===== src/rtl/ram_burst_reader_pkg.sv =====
// ram_burst_reader_pkg: shared types for the RAM burst reader
package ram_burst_reader_pkg;
  typedef enum logic [1:0] {IDLE, RUN, DRAIN} state_e;
endpackage


===== src/rtl/ram_rd_skid_fifo.sv =====
// ram_rd_skid_fifo: 2-entry FIFO holding returned RAM words with their last flag
module ram_rd_skid_fifo #(
  parameter int WIDTH = 33
) (
  input  logic             clk,
  input  logic             rst_n,
  input  logic             push_i,
  input  logic [WIDTH-1:0] din_i,
  input  logic             pop_i,
  output logic [WIDTH-1:0] dout_o,
  output logic [1:0]       count_o
);
  logic [WIDTH-1:0] mem_q [2];
  logic             wp_q, rp_q;
  logic [1:0]       cnt_q;
  always_ff @(posedge clk or negedge rst_n) begin
    if (!rst_n) begin
      mem_q[0] <= '0;
      mem_q[1] <= '0;
      wp_q     <= 1'b0;
      rp_q     <= 1'b0;
      cnt_q    <= '0;
    end else begin
      if (push_i) begin
        mem_q[wp_q] <= din_i;
        wp_q        <= ~wp_q;
      end
      if (pop_i) rp_q <= ~rp_q;
      cnt_q <= cnt_q + 2'(push_i) - 2'(pop_i);
    end
  end
  assign dout_o  = mem_q[rp_q];
  assign count_o = cnt_q;
endmodule


===== src/rtl/ram_burst_reader.sv =====
// ram_burst_reader: streams a burst of RAM words (1-cycle read latency) with backpressure
module ram_burst_reader
  import ram_burst_reader_pkg::*;
#(
  parameter int ADDR_WIDTH = 10,
  parameter int DATA_WIDTH = 32,
  parameter int LEN_WIDTH  = 11
) (
  input  logic                  clk,
  input  logic                  rst_n,
  input  logic                  cmd_valid,
  output logic                  cmd_ready,
  input  logic [ADDR_WIDTH-1:0] cmd_base,
  input  logic [LEN_WIDTH-1:0]  cmd_len,
  output logic                  ram_en,
  output logic                  ram_we,
  output logic [ADDR_WIDTH-1:0] ram_addr,
  output logic [DATA_WIDTH-1:0] ram_wdata,
  input  logic [DATA_WIDTH-1:0] ram_rdata,
  output logic                  out_valid,
  input  logic                  out_ready,
  output logic [DATA_WIDTH-1:0] out_data,
  output logic                  out_last,
  output logic                  busy,
  output logic                  done
);
  state_e                state_q, state_d;
  logic [ADDR_WIDTH-1:0] addr_q, addr_d, rd_addr;
  logic [LEN_WIDTH-1:0]  rem_q, rem_d, cur_rem;
  logic                  inflight_q, last_q, done_q, done_d;
  logic                  issue, pop, room;
  logic [1:0]            cnt;
  ram_rd_skid_fifo #(.WIDTH(DATA_WIDTH + 1)) u_fifo (
    .clk     (clk),
    .rst_n   (rst_n),
    .push_i  (inflight_q),
    .din_i   ({ram_rdata, last_q}),
    .pop_i   (pop),
    .dout_o  ({out_data, out_last}),
    .count_o (cnt)
  );
  assign out_valid = cnt != 2'd0;
  assign pop       = out_valid && out_ready;
  // room counts the slot freed by this cycle's pop so a full-rate stream never stalls
  assign room      = (2'(inflight_q) + cnt - 2'(pop)) < 2'd2;
  // the first read issues in the accepting cycle; rst_n gating keeps ram_en low in reset
  assign issue     = rst_n && ((state_q == IDLE) ? (cmd_valid && cmd_len != '0) : (state_q == RUN && room));
  assign rd_addr   = (state_q == IDLE) ? cmd_base : addr_q;
  assign cur_rem   = (state_q == IDLE) ? cmd_len : rem_q;
  assign ram_en    = issue;
  assign ram_addr  = issue ? rd_addr : '0;
  assign ram_we    = 1'b0;
  assign ram_wdata = '0;
  assign cmd_ready = state_q == IDLE;
  assign busy      = state_q != IDLE;
  assign done      = done_q;
  always_comb begin
    state_d = state_q;
    addr_d  = addr_q;
    rem_d   = rem_q;
    done_d  = 1'b0;
    if (issue) begin
      addr_d  = rd_addr + ADDR_WIDTH'(1);
      rem_d   = cur_rem - LEN_WIDTH'(1);
      state_d = (cur_rem == LEN_WIDTH'(1)) ? DRAIN : RUN;
    end else if (state_q == IDLE && cmd_valid) begin
      done_d = 1'b1;
    end else if (state_q == DRAIN && pop && out_last) begin
      state_d = IDLE;
      done_d  = 1'b1;
    end
  end
  always_ff @(posedge clk or negedge rst_n) begin
    if (!rst_n) begin
      state_q    <= IDLE;
      addr_q     <= '0;
      rem_q      <= '0;
      inflight_q <= 1'b0;
      last_q     <= 1'b0;
      done_q     <= 1'b0;
    end else begin
      state_q    <= state_d;
      addr_q     <= addr_d;
      rem_q      <= rem_d;
      inflight_q <= issue;
      last_q     <= issue && cur_rem == LEN_WIDTH'(1);
      done_q     <= done_d;
    end
  end
endmodule


===== config.mk =====
export PLATFORM = sky130hd
export DESIGN_NAME = ram_burst_reader
export DESIGN_NICKNAME = d
export VERILOG_FILES = /design/src/rtl/ram_burst_reader_pkg.sv /design/src/rtl/ram_rd_skid_fifo.sv /design/src/rtl/ram_burst_reader.sv
export SDC_FILE = /design/constraint.sdc
export NUM_CORES = 1
export LEC_CHECK = 0
export ABC_AREA = 1
export BUFFER_PORTS_ARGS = -buffer_cell sky130_fd_sc_hd__buf_2
export CAP_MARGIN = 20
export CORE_MARGIN = 2
export CORE_UTILIZATION = 58
export DETAILED_ROUTE_END_ITERATION = 8
export PLACE_DENSITY = 0.83
export SYNTH_ARGS = -nofsm -noshare
export SYNTH_HDL_FRONTEND = slang
export SYNTH_SLANG_ARGS = --single-unit

===== constraint.sdc =====
create_clock -name clk -period 5.4 [get_ports clk]
set_input_delay 0.27 -clock clk [delete_from_list [all_inputs] [get_ports clk]]
set_output_delay 0.27 -clock clk [all_outputs]
set_load 0.05 [all_outputs]

Word level (Yosys, flattened, before mapping) --
Index checks and enable logic that the tools add are counted.
Storage, ports and cells: input port bits 57, register bits 96, word-level logic and storage cells 59, output and inout port bits 81
Cells by class: equal/unequal tests 4, $lt $le $gt $ge 4, bitwise logic cells 4, reduce and logical (&&, ||, !) cells 15, $add $sub $neg 4, muxes and demuxes 17
Operator list (number):
- 2-to-1 mux 33 bit | 4
- bitwise mux 66 bit | 1
- demux 33 bit (select 1 bit) | 1
- 2-to-1 mux 10 bit | 2
- == test 11 x 1 -> 1 bit, second input constant | 1
- 2-to-1 mux 11 bit | 1
- nonzero test 11 bit | 1
- subtractor 11 x 1 -> 11 bit, second input constant | 1
- adder 10 x 1 -> 10 bit, second input constant | 1
- logical AND 1 bit | 9
- 2-to-1 mux 2 bit | 4
- nonzero test 2 bit | 3
- greater-or-equal comparator 2 bit, second input constant | 2
- 2-to-1 mux 1 bit | 4
- NOT 1 -> 2 bit | 2
- adder 2 x 1 -> 2 bit | 1
- == test 2 x 1 -> 1 bit, second input constant | 1
- == test 2 bit, second input constant | 1
- zero test 2 bit | 1
- < comparator 2 x 1 -> 1 bit, second input constant | 1
- < comparator 2 bit, second input constant | 1
- != test 2 bit, second input constant | 1
- NOT 1 bit | 2
- AND reduction 2 bit | 1
- subtractor 2 x 1 -> 2 bit | 1

Logic depth before layout (Yosys ltp) --
depth after elaboration 9, gate-level depth with buffers 17

Hierarchy --
Synthesis repeated with hierarchy kept, for this count alone.
Second synthesis, totals: cells, all modules 725, area total of the unflattened synthesis 5629.1 um2
Modules (own cells, without submodules):
- ram_rd_skid_fifo | area each 3258.1 um2, cells an instance 373, times used 1, seq. area each 1751.7 um2
- ram_burst_reader | area each 2371.0 um2, cells an instance 352, times used 1, seq. area each 650.6 um2

Least setup slack after synthesis --
Ideal clock, no wire load.
kind register -> output, start register u_fifo.cnt_q[0] (netlist: u_fifo.count_o[0]), end output ram_addr[1], path slack 2.494 ns, arrival 2.636 ns, stages on the path, launching flop included 17, path through dfrtp_1 > inv_2 > nand2_1 > nand2_1 > inv_1 > nand2_1 > o21ai_0 > ha_1 > inv_1 > nand2_1 > nand3_1 > nand3_1 > inv_1 > nand2_1 > buf_4 > buf_2 > nor2_1
Between the ends: longest elaborated chain between the ends 8
Ends and longest elaborated chain:
- from (decl) | line ram_rd_skid_fifo.sv:15 | logic [1:0] cnt_q;
- from (signal assigned) | line ram_rd_skid_fifo.sv:29 | cnt_q <= cnt_q + 2'(push_i) - 2'(pop_i);
- nonzero test 2 bit | line ram_burst_reader.sv:42 | assign out_valid = cnt != 2'd0;
- via out_valid | line ram_burst_reader.sv:20 | output logic out_valid,
- logical AND 1 bit | line ram_burst_reader.sv:43 | assign pop = out_valid && out_ready;
- subtractor 2 x 1 -> 2 bit | line ram_burst_reader.sv:45 | assign room = (2'(inflight_q) + cnt - 2'(pop)) < 2'd2;
- < comparator 2 bit | line ram_burst_reader.sv:45
- logical AND 1 bit | line ram_burst_reader.sv:47 | assign issue = rst_n && ((state_q == IDLE) ? (cmd_valid && cmd_len != '0) : (state_q == RUN && room));
- 2-to-1 mux 1 bit | line ram_burst_reader.sv:47
- logical AND 1 bit | line ram_burst_reader.sv:47
- 2-to-1 mux 10 bit | line ram_burst_reader.sv:51 | assign ram_addr = issue ? rd_addr : '0;
- to (decl) | line ram_burst_reader.sv:17 | output logic [ADDR_WIDTH-1:0] ram_addr,
The timed path passes the listed nets, and every way through them passes these cells.

Final worst setup path --
start register u_fifo.cnt_q[0] (netlist: u_fifo.count_o[0]), end output ram_en
Between the ends: longest elaborated chain between the ends 7
Ends and longest elaborated chain:
- branches (longest 2 deep; another with adder 2 x 1 -> 2 bit)
- subtractor 2 x 1 -> 2 bit * | line ram_burst_reader.sv:45
- < comparator 2 bit * | line ram_burst_reader.sv:45
- logical AND 1 bit * | line ram_burst_reader.sv:47
- 2-to-1 mux 1 bit * | line ram_burst_reader.sv:47
- logical AND 1 bit * | line ram_burst_reader.sv:47
- to (decl) | line ram_burst_reader.sv:15 | output logic ram_en,
Mark *: on every way between the ends.

==> metrics.md <==
| Metric | Value |
|---|---|
| CP Launch Type | register |
| Number of antenna violations at the first check in global routing | 0 |
| Reg-to-reg endpoint | addr_q[8] |
| Syn Inst Count | 704 |
| Commonest cells after routing, fill and taps aside | 269 x nand2_1, 103 x buf_2, 96 x dfrtp_1, 81 x o21ai_0, 76 x inv_1 |
| Cell family with the largest share of critical-path delay | simple AND/OR/NAND/NOR gates |
| Final-report setup violation count | 0 |
| DR vias/cell | between 4 and 5 |
| Antenna cells | 0 |
| Core region area | 9110 µm² |
| Cts bufs inserted | 9 |
| DPL Wire Length | 7.34 mm |
| Sum of routed wire length over all layers | 10.9 mm |
| Max clock buf depth | 2 |
| Fin crit period | about 3 ns |
| Crit path DAT | 2.69 ns |
| Critical-path top delay cell | nor2_2 |
| Worst-margin pin slew | 1.06 ns |
| Setup_tns | 0 ns |
| Routed WL per cell | 12.0 µm |
| Routability-driven placement congestion ratio | 0.883 |
| Number of antenna-violating nets in the routed design | 0 |
| Peak ir drop on the vdd network | a little over 300 µV |
| Post-synth top area share | roughly 45% |
| Final Max Tran Viols | 0 |
| Most common cell after layout, fill and taps aside | nand2_1 |
| Clock-pin slew reported for the worst setup and hold paths after clock tree synthesis | 0.10 ns |
| Synth top area cells | dfrtp_1 45%, nand2_1 19%, o21ai_0 7.6% |
| Number of storage elements in the synthesis netlist | 96 |
| Share of synthesized registers carrying an async set or reset | 100% |
| Area fraction in compound gates after synthesis | between 10% and 20% |
| Setup slack, reg-to-reg | 2.94 ns |
| Clock tree from TritonCTS | built |
| Highest clock frequency the design can meet | 0.338 GHz |
| Detailed-route via count | ~4400 |
| Clock network latency to the later pin of the worst-skew pair | approximately 0.35 ns |
| Die height | 100 µm |
| Length of the first detailed-routing pass in iterations | 5 |
| Via count of the first global-routing pass | 4129 |
| Library cell used as clock root buffer | clkbuf_8 |
| Final cycle utilization of the critical path | ~55% |
| Worst Path Buf+Inv | 5 |
| Count of endpoints failing hold in the final timing report | 0 |
| Setup repair after global routing missed its margin | no |
| Per-instance average area after synthesis | 7.60 µm² |
| Dominant combinational cell family by area after synthesis | simple AND/OR/NAND/NOR gates |
| Total standard cell area after synthesis | around 5300 µm² |
| Depth of the critical timing path with buffers and inverters included | 14 |
| Crit-path max FO | 15 |
| Critical path origin | u_fifo.count_o[0] |
| Die ar. | 10000 µm² |
| Share of cells above drive strength 1 | 21.8% |
| Clock Sink Count | 96 |
| Max-cap viol count | 0 |
| Power Total | 0.00409 W |
| Number of H-tree levels | 3 |
| Sequential cell area fraction in the yosys report | 44.9% |
| Leak pwr | around 3.4 nW |
| Number of buffers inserted by post-CTS setup repair | 0 |
| Dominant cell type by area after synthesis | dfrtp_1 |
| Largest incremental delay on the critical path | 0.47 ns |
| Port Buffers | 104 |
| XOR/XNOR Fraction of Synth Area | 1.15% |
| Ordered list of cells on the worst path | inv_2 -> nand2_1 -> nand2_1 -> inv_1 -> nand2_1 -> o21ai_0 -> ha_1 -> inv_1 -> nand2_1 -> nand3_1 -> nand3_1 -> nor2_2 -> buf_6 -> buf_2 |
| Worst Setup EP | ram_en |
| Boundary pin count | 138 |
| Worst min-delay path category | primary input to register |
| Cell seen most often among critical-path stages | nand2_1 |
| Number of filler instances in the final layout | 801 |
| Outcome | completed |
| Net count reported at finish | between 800 and 900 |
| Number of flops mapped to enable cells by yosys | 0 |
| Total track usage | 22.4% |
| Yosys warns | 0 |
| Number of cells traversed by the worst register-to-register path | 11 |
| Largest net degree at the start of global routing | 68 |
| Layout Area Growth over Synthesis | 13.1% |
| Starting density of the core | about three fifths |
| DR DRC count | 0 |
| Worst flop-to-flop path startpoint | state_q[1] |
| Main synth FF type | dfrtp_1 |
| Placed standard-cell area | between 5000 and 6000 µm² |
| Data required, critical path | 5.13 ns |
| Tightest slew margin relative to the limit | 29.2% |
| Post-Synth Adder-Cell Area | 0.936% |
| Distinct cell type count of the synthesized netlist | 34 |
| Critical path endpoint category | output pin |
| First-pass GRT wire length | 18.2 mm |
| Fin Clk Skew | 0.0119 ns |
| Die Wd | 100 µm |
| Iteration-0 DRC Markers | 235 |
| Area of all placed cells without fillers | just over 6000 µm² |
| Power density cells | 676 nW/µm² |
| Aggregate global routing overflow | 0 |
| Simple-gate area share of the yosys netlist | 29.1% |
| Share of synthesized area spent on multiplexers | 0% |
| Type of the worst setup path | register to output pin |
| Number of rows created at floorplan | 35 |
## state kept, by name (all words and copies together), names as in the netlist
name / flops
inflight_q: 1
last_q: 1
u_fifo.count_o: 2
u_fifo.wp_q: 1
done: 1
state_q: 2
u_fifo.rp_q: 1
addr_q: 10
u_fifo.mem_q: 66
rem_q: 11
## synthesized netlist by cell type, drive strengths merged, types with 2 or more instances
cell	n
nand2	285
nand4	2
xor2	5
ha	4
nor2	36
a21oi	3
buf	41
inv	80
clkbuf	22
xnor2	2
or2	2
o21ai	97
nand3	22
o21bai	2
dfrtp	96
## logic make-up (layout without fill, tap and decap cells)
group | count (synthesis) | after routing
other | 1 | 33
buffers and inverters | 144 | 209
DFF | 96 | 96
AOI/OAI and AO/OA | 102 | 102
adders and majority gates | 4 | 4
xor gates and xnor gates | 7 | 7
and+or+nand+nor | 350 | 350
## worst min path at each step
stage                        from          endpoint  slack, ns  cells after the start
floorplan                   rst_n         addr_q[0]      -0.03                      0
global placement            rst_n  u_fifo.mem_q[19]       0.26                      1
detailed placement          rst_n  u_fifo.mem_q[52]       0.27                      1
CTS                 ram_rdata[19]  u_fifo.mem_q[20]       0.16                      3
global route        ram_rdata[13]  u_fifo.mem_q[47]       0.17                      3
finish              ram_rdata[21]  u_fifo.mem_q[55]       0.17                      3
## layer usage
layer,track usage [%],vias to the layer above,part of all wire [%]
met5,0,-,0
met4,6.64,0,1.3
met3,2.65,12,4.5
met2,39.9,128,49
met1,28.9,2026,45
li1,-,2272,-
## stage by stage
step	std cells	util, %	setup slack (ns)	hold WS [ns]
6_report	912	66.4	2.44	0.171
5_1_grt	912	66.4	2.23	0.165
4_1_cts	908	65.5	2.19	0.164
3_5_place_dp	891	63.1	2.59	0.272
3_3_place_gp	891	63.1	2.68	0.262
2_1_floorplan	736	-	2.49	-0.0256
## power breakdown
group | switching, W | internal, W | total (W) | leakage [nW]
sequential | 0.000173 | 0.00104 | 0.00122 | 1.20
clock | 0.000261 | 0.000234 | 0.000495 | 0.109
combinational | 0.00174 | 0.000635 | 0.00238 | 2.10
## worst reg2reg max path, stage by stage (launching register included)
cell and delay (ns):
dfrtp_1 0.46, nor2_4 0.85, nand2_2 0.14, o21ai_4 0.14
ha_1 0.25, nand2_1 0.12, nor2_4 0.13, nand2_1 0.07
nand2_1 0.06, nand2_1 0.05, nand2_1 0.05, nand2_1 0.04
## final cells by class
type                            instances  area (µm²)  share of cell area, %
Clock buffer                           10         138                   2.28
Tap cell                              111         139                   2.30
Clock inverter                          6        72.6                   1.20
Inverter                               81         304                   5.03
Timing Repair Buffer                  112         634                   10.5
Sequential cell                        96        2400                   39.7
Multi-Input combinational cell        496        2360                   39.0
## what timing repair did
action | in CTS | in global routing
endpoints found under the hold margin | 39 | 0
resized for setup | 0 | 0
hold buffers | 1 | 0
(Power assumes the default switching activity.)
